**config.mk**
```make
export PLATFORM = sky130hd
export DESIGN_NAME = fractal_sync_responder
export DESIGN_NICKNAME = d
export VERILOG_FILES = /design/src/rtl/fractal_sync_responder.sv
export SDC_FILE = /design/constraint.sdc
export NUM_CORES = 1
export LEC_CHECK = 0
export ABC_AREA = 1
export CAP_MARGIN = 25
export CORE_MARGIN = 2
export CORE_UTILIZATION = 51
export DETAILED_ROUTE_END_ITERATION = 16
export HOLD_SLACK_MARGIN = 0.06
export PLACE_DENSITY = 0.79
export RECOVER_POWER = 50
export SYNTH_ARGS = -nofsm -noshare
export SYNTH_HDL_FRONTEND = slang
export SYNTH_SLANG_ARGS = --single-unit
export TNS_END_PERCENT = 10
```
**constraint.sdc**
```tcl
create_clock -name clk_i -period 2 [get_ports clk_i]
set_clock_uncertainty 0.1 [all_clocks]
set_input_delay 0.4 -clock clk_i [delete_from_list [all_inputs] [get_ports clk_i]]
set_output_delay 0.4 -clock clk_i [all_outputs]
set_load 0.01 [all_outputs]
```
**src/rtl/fractal_sync_responder.sv**
```systemverilog
// fractal_sync_responder
// One node of a binary sync tree. Each child posts a request carrying the
// tree level it wants to synchronise at. When both children are pending at
// the same level, the node either completes the barrier locally (level equals
// NODE_LVL) or forwards it to its parent and waits for the parent's ack.
// Out-of-range levels, double requests and level mismatches are reported
// back to the offending child(ren) as one-cycle error pulses.
//
// state    | meaning
// ---------+----------------------------------------------------------
// IDLE     | collecting child requests, resolves when both slots valid
// FWD_WAIT | barrier forwarded upward, waiting for par_ack_i
// ACK      | ch_ack_o = 2'b11 is being driven for one cycle
module fractal_sync_responder #(
  parameter int LVL_WIDTH = 3,
  parameter int NODE_LVL  = 1
) (
  input  logic                   clk_i,
  input  logic                   rst_i,
  input  logic [1:0]             ch_req_i,
  input  logic [2*LVL_WIDTH-1:0] ch_lvl_i,
  output logic [1:0]             ch_ack_o,
  output logic [1:0]             ch_err_o,
  output logic                   par_req_o,
  output logic [LVL_WIDTH-1:0]   par_lvl_o,
  input  logic                   par_ack_i,
  output logic [15:0]            sync_cnt_o
);

  localparam logic [LVL_WIDTH-1:0] NODE_LVL_V = LVL_WIDTH'(NODE_LVL);

  typedef enum logic [1:0] {
    IDLE     = 2'd0,
    FWD_WAIT = 2'd1,
    ACK      = 2'd2
  } state_t;

  state_t               state_q;
  logic [1:0]           slot_vld_q;
  logic [LVL_WIDTH-1:0] slot_lvl_q [2];
  logic [15:0]          cnt_q;

  logic [LVL_WIDTH-1:0] req_lvl [2];
  logic [1:0]           req_ok;
  logic [1:0]           req_bad;
  logic                 both_vld;
  logic                 lvl_eq;
  logic                 resolve_local;
  logic                 resolve_fwd;
  logic                 resolve_mismatch;
  logic                 clr_slots;

  // Request qualification and barrier resolution conditions.
  always_comb begin
    for (int i = 0; i < 2; i++) begin
      req_lvl[i] = ch_lvl_i[i*LVL_WIDTH +: LVL_WIDTH];
      req_ok[i]  = ch_req_i[i] && !slot_vld_q[i] && (req_lvl[i] >= NODE_LVL_V);
      req_bad[i] = ch_req_i[i] && (slot_vld_q[i] || (req_lvl[i] < NODE_LVL_V));
    end
    both_vld         = &slot_vld_q;
    lvl_eq           = (slot_lvl_q[0] == slot_lvl_q[1]);
    // Captured levels are never below NODE_LVL, so equal-and-not-local means forward.
    resolve_local    = (state_q == IDLE) && both_vld && lvl_eq && (slot_lvl_q[0] == NODE_LVL_V);
    resolve_fwd      = (state_q == IDLE) && both_vld && lvl_eq && (slot_lvl_q[0] != NODE_LVL_V);
    resolve_mismatch = (state_q == IDLE) && both_vld && !lvl_eq;
    // Slots stay occupied while forwarded so new requests in FWD_WAIT are rejected.
    clr_slots        = resolve_local || resolve_mismatch ||
                       ((state_q == FWD_WAIT) && par_ack_i);
  end

  // Pending slots: capture a legal request into an empty slot, clear on resolution.
  always_ff @(posedge clk_i or posedge rst_i) begin
    if (rst_i) begin
      slot_vld_q <= 2'b00;
      for (int i = 0; i < 2; i++) slot_lvl_q[i] <= '0;
    end else begin
      for (int i = 0; i < 2; i++) begin
        if (req_ok[i]) begin
          slot_vld_q[i] <= 1'b1;
          slot_lvl_q[i] <= req_lvl[i];
        end else if (clr_slots) begin
          slot_vld_q[i] <= 1'b0;
        end
      end
    end
  end

  // Error pulses: per-child protocol errors plus both bits on a level mismatch.
  always_ff @(posedge clk_i or posedge rst_i) begin
    if (rst_i) begin
      ch_err_o <= 2'b00;
    end else begin
      ch_err_o <= req_bad | {2{resolve_mismatch}};
    end
  end

  // Barrier FSM with registered ack/forward outputs and completion counter.
  always_ff @(posedge clk_i or posedge rst_i) begin
    if (rst_i) begin
      state_q   <= IDLE;
      ch_ack_o  <= 2'b00;
      par_req_o <= 1'b0;
      par_lvl_o <= '0;
      cnt_q     <= 16'h0000;
    end else begin
      ch_ack_o  <= 2'b00;
      par_req_o <= 1'b0;
      par_lvl_o <= '0;
      case (state_q)
        IDLE: begin
          if (resolve_local) begin
            state_q  <= ACK;
            ch_ack_o <= 2'b11;
            cnt_q    <= cnt_q + 16'd1;
          end else if (resolve_fwd) begin
            state_q   <= FWD_WAIT;
            par_req_o <= 1'b1;
            par_lvl_o <= slot_lvl_q[0];
          end
        end
        FWD_WAIT: begin
          if (par_ack_i) begin
            state_q  <= ACK;
            ch_ack_o <= 2'b11;
            cnt_q    <= cnt_q + 16'd1;
          end
        end
        ACK: begin
          state_q <= IDLE;
        end
        default: begin
          state_q <= IDLE;
        end
      endcase
    end
  end

  assign sync_cnt_o = cnt_q;

endmodule

```
; After elaboration in Yosys (flattened, before gate mapping)
; Index checks and enable logic that the tools add are counted.
[op_classes]
eq_ne = 7
add_sub_neg = 1
shift = 0
n_bitwise = 1
order_cmp = 4
div_mod_pow = 0
multipliers = 0
n_reduce_logical = 26
n_mux = 19
[ops]
columns = op, n
row1 = 2-to-1 mux 16 bit, 2
row2 = one-hot mux 16 bit (2 select lines), 1
row3 = adder 16 x 1 -> 16 bit (second input constant), 1
row4 = logical AND 1 bit, 12
row5 = 2-to-1 mux 2 bit, 5
row6 = 2-to-1 mux 3 bit, 3
row7 = one-hot mux 2 bit (2 select lines), 2
row8 = >= comparator 3 x 1 -> 1 bit (second input constant), 2
row9 = < comparator 3 x 1 -> 1 bit (second input constant), 2
row10 = 2-to-1 mux 1 bit, 6
row11 = nonzero test 2 bit, 3
row12 = logical OR 1 bit, 4
row13 = != test 2 bit (second input constant), 2
row14 = AND reduction 2 bit, 2
row15 = equality test 3 x 1 -> 1 bit (second input constant), 1
row16 = equality test 3 bit, 1
row17 = zero test 1 bit, 3
row18 = != test 3 x 1 -> 1 bit (second input constant), 1
row19 = != test 3 bit (second input constant), 1
row20 = AND reduction 3 bit, 1
row21 = equality test 2 x 1 -> 1 bit (second input constant), 1
row22 = zero test 2 bit, 1
row23 = OR 2 bit, 1
[totals]
mem_bits_ro = 0
latchBits = 0
out_inout_bits = 24
n_memories = 0
in_bits = 11
ram_bits = 0
wordCells = 68
regBits = 34

; Longest topological paths before layout
[logic_depth]
word_depth = 8
depth_mapped = 10
depth_no_buf = 9

; Worst setup path before layout
; Ideal clock, no wire load.
[synth_path]
path_kind = reg2reg
startpoint = register cnt_q[0] (netlist: sync_cnt_o[0])
endpoint = register cnt_q[14] (netlist: sync_cnt_o[14])
setup_ns = 0.117
arrival_time_ns = 1.288
path_buffers = 0
setup_slack_ns = 0.496
synth_period_minus_slack_ns = 1.504
required_time_ns = 1.783
stages_incl_launch_ff = 8
path_cell_list = dfrtp_1 -> ha_1 -> nand3_1 -> nor2_1 -> nand3_1 -> xnor2_1 -> nand2_1 -> nand2_1
[synth_between]
elab_chain_cells = 3
elab_cells_between_ends = 4
classes_between = add/sub: 1 / mux: 3
[synth_lines]
columns = element, line
row1 = "start, declared", 41  ; logic [15:0] cnt_q;
row2 = "start signal, assigned", 114  ; cnt_q <= cnt_q + 16'd1;
row3 = "start signal, assigned", 125  ; cnt_q <= cnt_q + 16'd1;
row4 = adder 16 x 1 -> 16 bit *, "114, 125"
row5 = "2-to-1 mux 16 bit, on equally long branches", "122, 111"
row6 = one-hot mux 16 bit (2 select lines) *, 109  ; case (state_q)
; Every way passes the cells marked *; elsewhere a longest branch is shown, timed or not. The select of a mux whose other input is x is not followed.
; A chain may end at the register's enable or synchronous reset.

; Worst setup path in the final report
[layout_path]
startpoint = register cnt_q[2] (netlist: sync_cnt_o[2])
endpoint = output sync_cnt_o[2]
[layout_lines]
columns = element, line
row1 = "end, declared", 27  ; output logic [15:0] sync_cnt_o
; No word-level cell between the ends.

==> out/results.ini <==
[sta]
slew_viol_final=0
worst_slew_pin_slew_ns=0.7848
tns_ns=0
timing.final.crit_share_pct=95.12
rsz0062_at_grt=no
timing.fmax_mhz=525.7
setup_viol=0
hold_viol_final=0
slew_headroom_pct=47.68
period_needed_ns=1.902

[yosys]
synth.distinct_cells=24
syn_area_mm2=0.001723
synth_top_family_by_area=simple AND/OR/NAND/NOR gates
synthMuxAreaShare_pct=0
synth-compound-area-share_pct=3.776
ys_seq_area_share_pct=47.93
synthCells=217
synth_seq_cells=33
synthXorXnorAreaFrac_pct=7.117
synth_nets=229
synth-simple-area-share_pct=34.57
yosys_warnings=0
synthAdderAreaFrac_pct=0.7262
synth.avg_cell_area_um2=7.940

[clock_tree]
clock_path_buffers=2
clk_latency_ns=0.33
clock_sinks=33
cts_tree=yes
htreeDepth=2
cts_setup_buffers=0
cts_resized=0
clk_pin_slew_worst_paths_ns=0.10
hold_buffers=0
numCtsBuffers=5
cts-root-buf=clkbuf_4

[route]
drt-initial-drc-count=62
finalWirelength_um=3319
via_per_inst=4.894
detail-route-antenna-nets=0
first_pass_iters=5
drc=0
avgRoutedWirePerCell_um=10.99
vias=1478

[worst_setup_path]
critPathMaxFanout=8
cp-start-kind=register
worst_r2r_endpoint=sync_cnt_o[9]
path_buf_inv=1
crit_type=register to output pin
crit_required_ns=1.50
arrival_ns=1.40
cp_cell_sequence=clkdlybuf4s50_1
crit_path_end_kind=output pin
r2r_start=slot_lvl_q[4]
slowest_stage=clkdlybuf4s50_1
r2r_slack_ns=0.25
critical_path.top_delay_family=buffers and inverters
max_stage_delay_ns=0.58
ff2ff_path_depth=5

[global_routing]
grt_max_degree=34
grt_pass1_vias=1336
overflow=0
antenna_found_initial=0
track_usage_pct=19.46
grt_first_pass_wirelength_um=5975

[floorplan]
io_pins=35
die-height_um=62.12
rows=21
die_w_um=62.12
core_mm2=0.003284
start_util_pct=52.46
die_area_mm2=0.003859

[power_and_ir_drop]
internal_power_w=0.001419
p_sw_w=0.0008011
p_clk_share_pct=21.1
power.density_mw_per_mm2=1019
leakage_nw=1.063
ir_drop_mv=0.5311
switching_share_pct=36.08
p_seq_share_pct=43.8
comb_power_share_pct=35.1

[worst_hold_path]
hold_class=register to register
hp-start=state_q[1]
hold-path-cell-count=3
hold_path_end=state_q[0]

[placed_design]
place_inst=295
io_buffers=34
dp_hpwl_um=2474
gp_congestion=0.8690

[layout]
n_fill_cell=295
final_cells=302
antenna_cells=0
drive_gt1_share_pct=6.641
area_growth_syn_to_layout_pct=26.43
multi_input_area_um2=790.8
seq_area_um2=825.8
nets=268

[flow_run]
drv_cap=0

[status]
run_status=complete, no violations

cells by family (layout without fill, tap and decap cells):
family,count (synthesis),count (layout)
simple gates,134,134
flops,33,33
compound gates,12,12
xor+xnor,14,14
buf+inv,23,62
fa+ha+maj,1,1
registers in the layout, indices dropped and copies added (netlist names):
signal      flops
ch_err_o        2
state_q         2
sync_cnt_o     16
slot_lvl_q      6
slot_vld_q      2
ch_ack_o        1
par_req_o       1
par_lvl_o       3
layer usage:
layer	wire length [um]	vias up	global-route usage, %
met5	0	-	0
met4	80	0	10.00
met3	185	9	4.348
met2	1377	43	28.13
met1	1675	665	27.62
li1	-	761	-
final cells by class:
cell class / instances / area share, %
sequential: 33 / 37.91
multi-input combinational: 161 / 36.30
tap: 46 / 2.642
clock inverter: 2 / 1.608
clock buffer: 5 / 1.723
timing repair buffer: 38 / 16.89
inverter: 17 / 2.929
stage by stage:
step	power, W	util (%)	instance area [um2]	hold WS [ns]	setup slack, ns
6_report	0.002220	66.32	2178	0.4394	0.09769
3_3_place_gp	0.001756	64.34	2113	0.4046	0.3247
2_1_floorplan	0.001501	-	1723	0.3734	0.4956
3_5_place_dp	0.001774	64.34	2113	0.4247	0.2917
5_1_grt	0.002392	66.32	2178	0.4733	0.03210
4_1_cts	0.002242	66.55	2186	0.3529	0.08526
synth_stat cells, drive strengths merged:
cell | instances | area (um2)
nand3b | 1 | 7.510
nor3 | 1 | 10.01
and2 | 1 | 6.260
nand3 | 30 | 150.1
inv | 17 | 63.81
ha | 1 | 12.51
xnor2 | 11 | 96.34
a21oi | 5 | 25.02
o21a | 1 | 7.510
nor2 | 24 | 105.1
dfrtp | 33 | 825.8
o21bai | 1 | 7.510
nand2 | 75 | 289.0
o21ai | 5 | 25.02
xor2 | 3 | 26.28
or2 | 1 | 6.260
nand4 | 1 | 21.27
buf | 6 | 37.53
cell usage in the layout, fill, tap and decap left out:
cell type,n
nand2_1,74
dfrtp_1,33
clkdlybuf4s50_1,31
nand3_1,30
nor2_1,22
inv_1,15
xnor2_1,11
o21ai_0,5
a21oi_1,5
clkbuf_4,5
xor2_1,3
dlygate4sd3_1,3
buf_4,3
inv_2,2
nor2_4,2
or2_1,1
nor3_1,1
nand4_4,1
nand2_4,1
and2_1,1
nand3b_1,1
o21bai_1,1
o21a_1,1
ha_1,1
bufinv_16,1
clkinv_2,1
clkbuf_2,1
worst max path at each step:
stage | from | end | slack [ns] | depth (start not counted)
2_1_floorplan | sync_cnt_o[0] | sync_cnt_o[14] | 0.50 | 7
3_3_place_gp | par_ack_i | sync_cnt_o[2] | 0.32 | 5
3_5_place_dp | ch_lvl_i[1] | slot_lvl_q[4] | 0.29 | 6
4_1_cts | sync_cnt_o[2] | sync_cnt_o[2] | 0.09 | 1
5_1_grt | sync_cnt_o[2] | sync_cnt_o[2] | 0.03 | 1
6_report | sync_cnt_o[2] | sync_cnt_o[2] | 0.1 | 1
power by group through the flow:
| stage | Combinational (W) | Clock [W] | Sequential (W) |
|---|---|---|---|
| after CTS | 0.000792 | 0.000478 | 0.000972 |
| after global placement | 0.000775 | 0 | 0.000981 |
| after floorplan | 0.000525 | 0 | 0.000976 |
| final | 0.000779 | 0.000469 | 0.000973 |
| after detailed placement | 0.000790 | 0 | 0.000984 |
| after global routing | 0.000881 | 0.000508 | 0.00100 |
(Power assumes the default switching activity.)
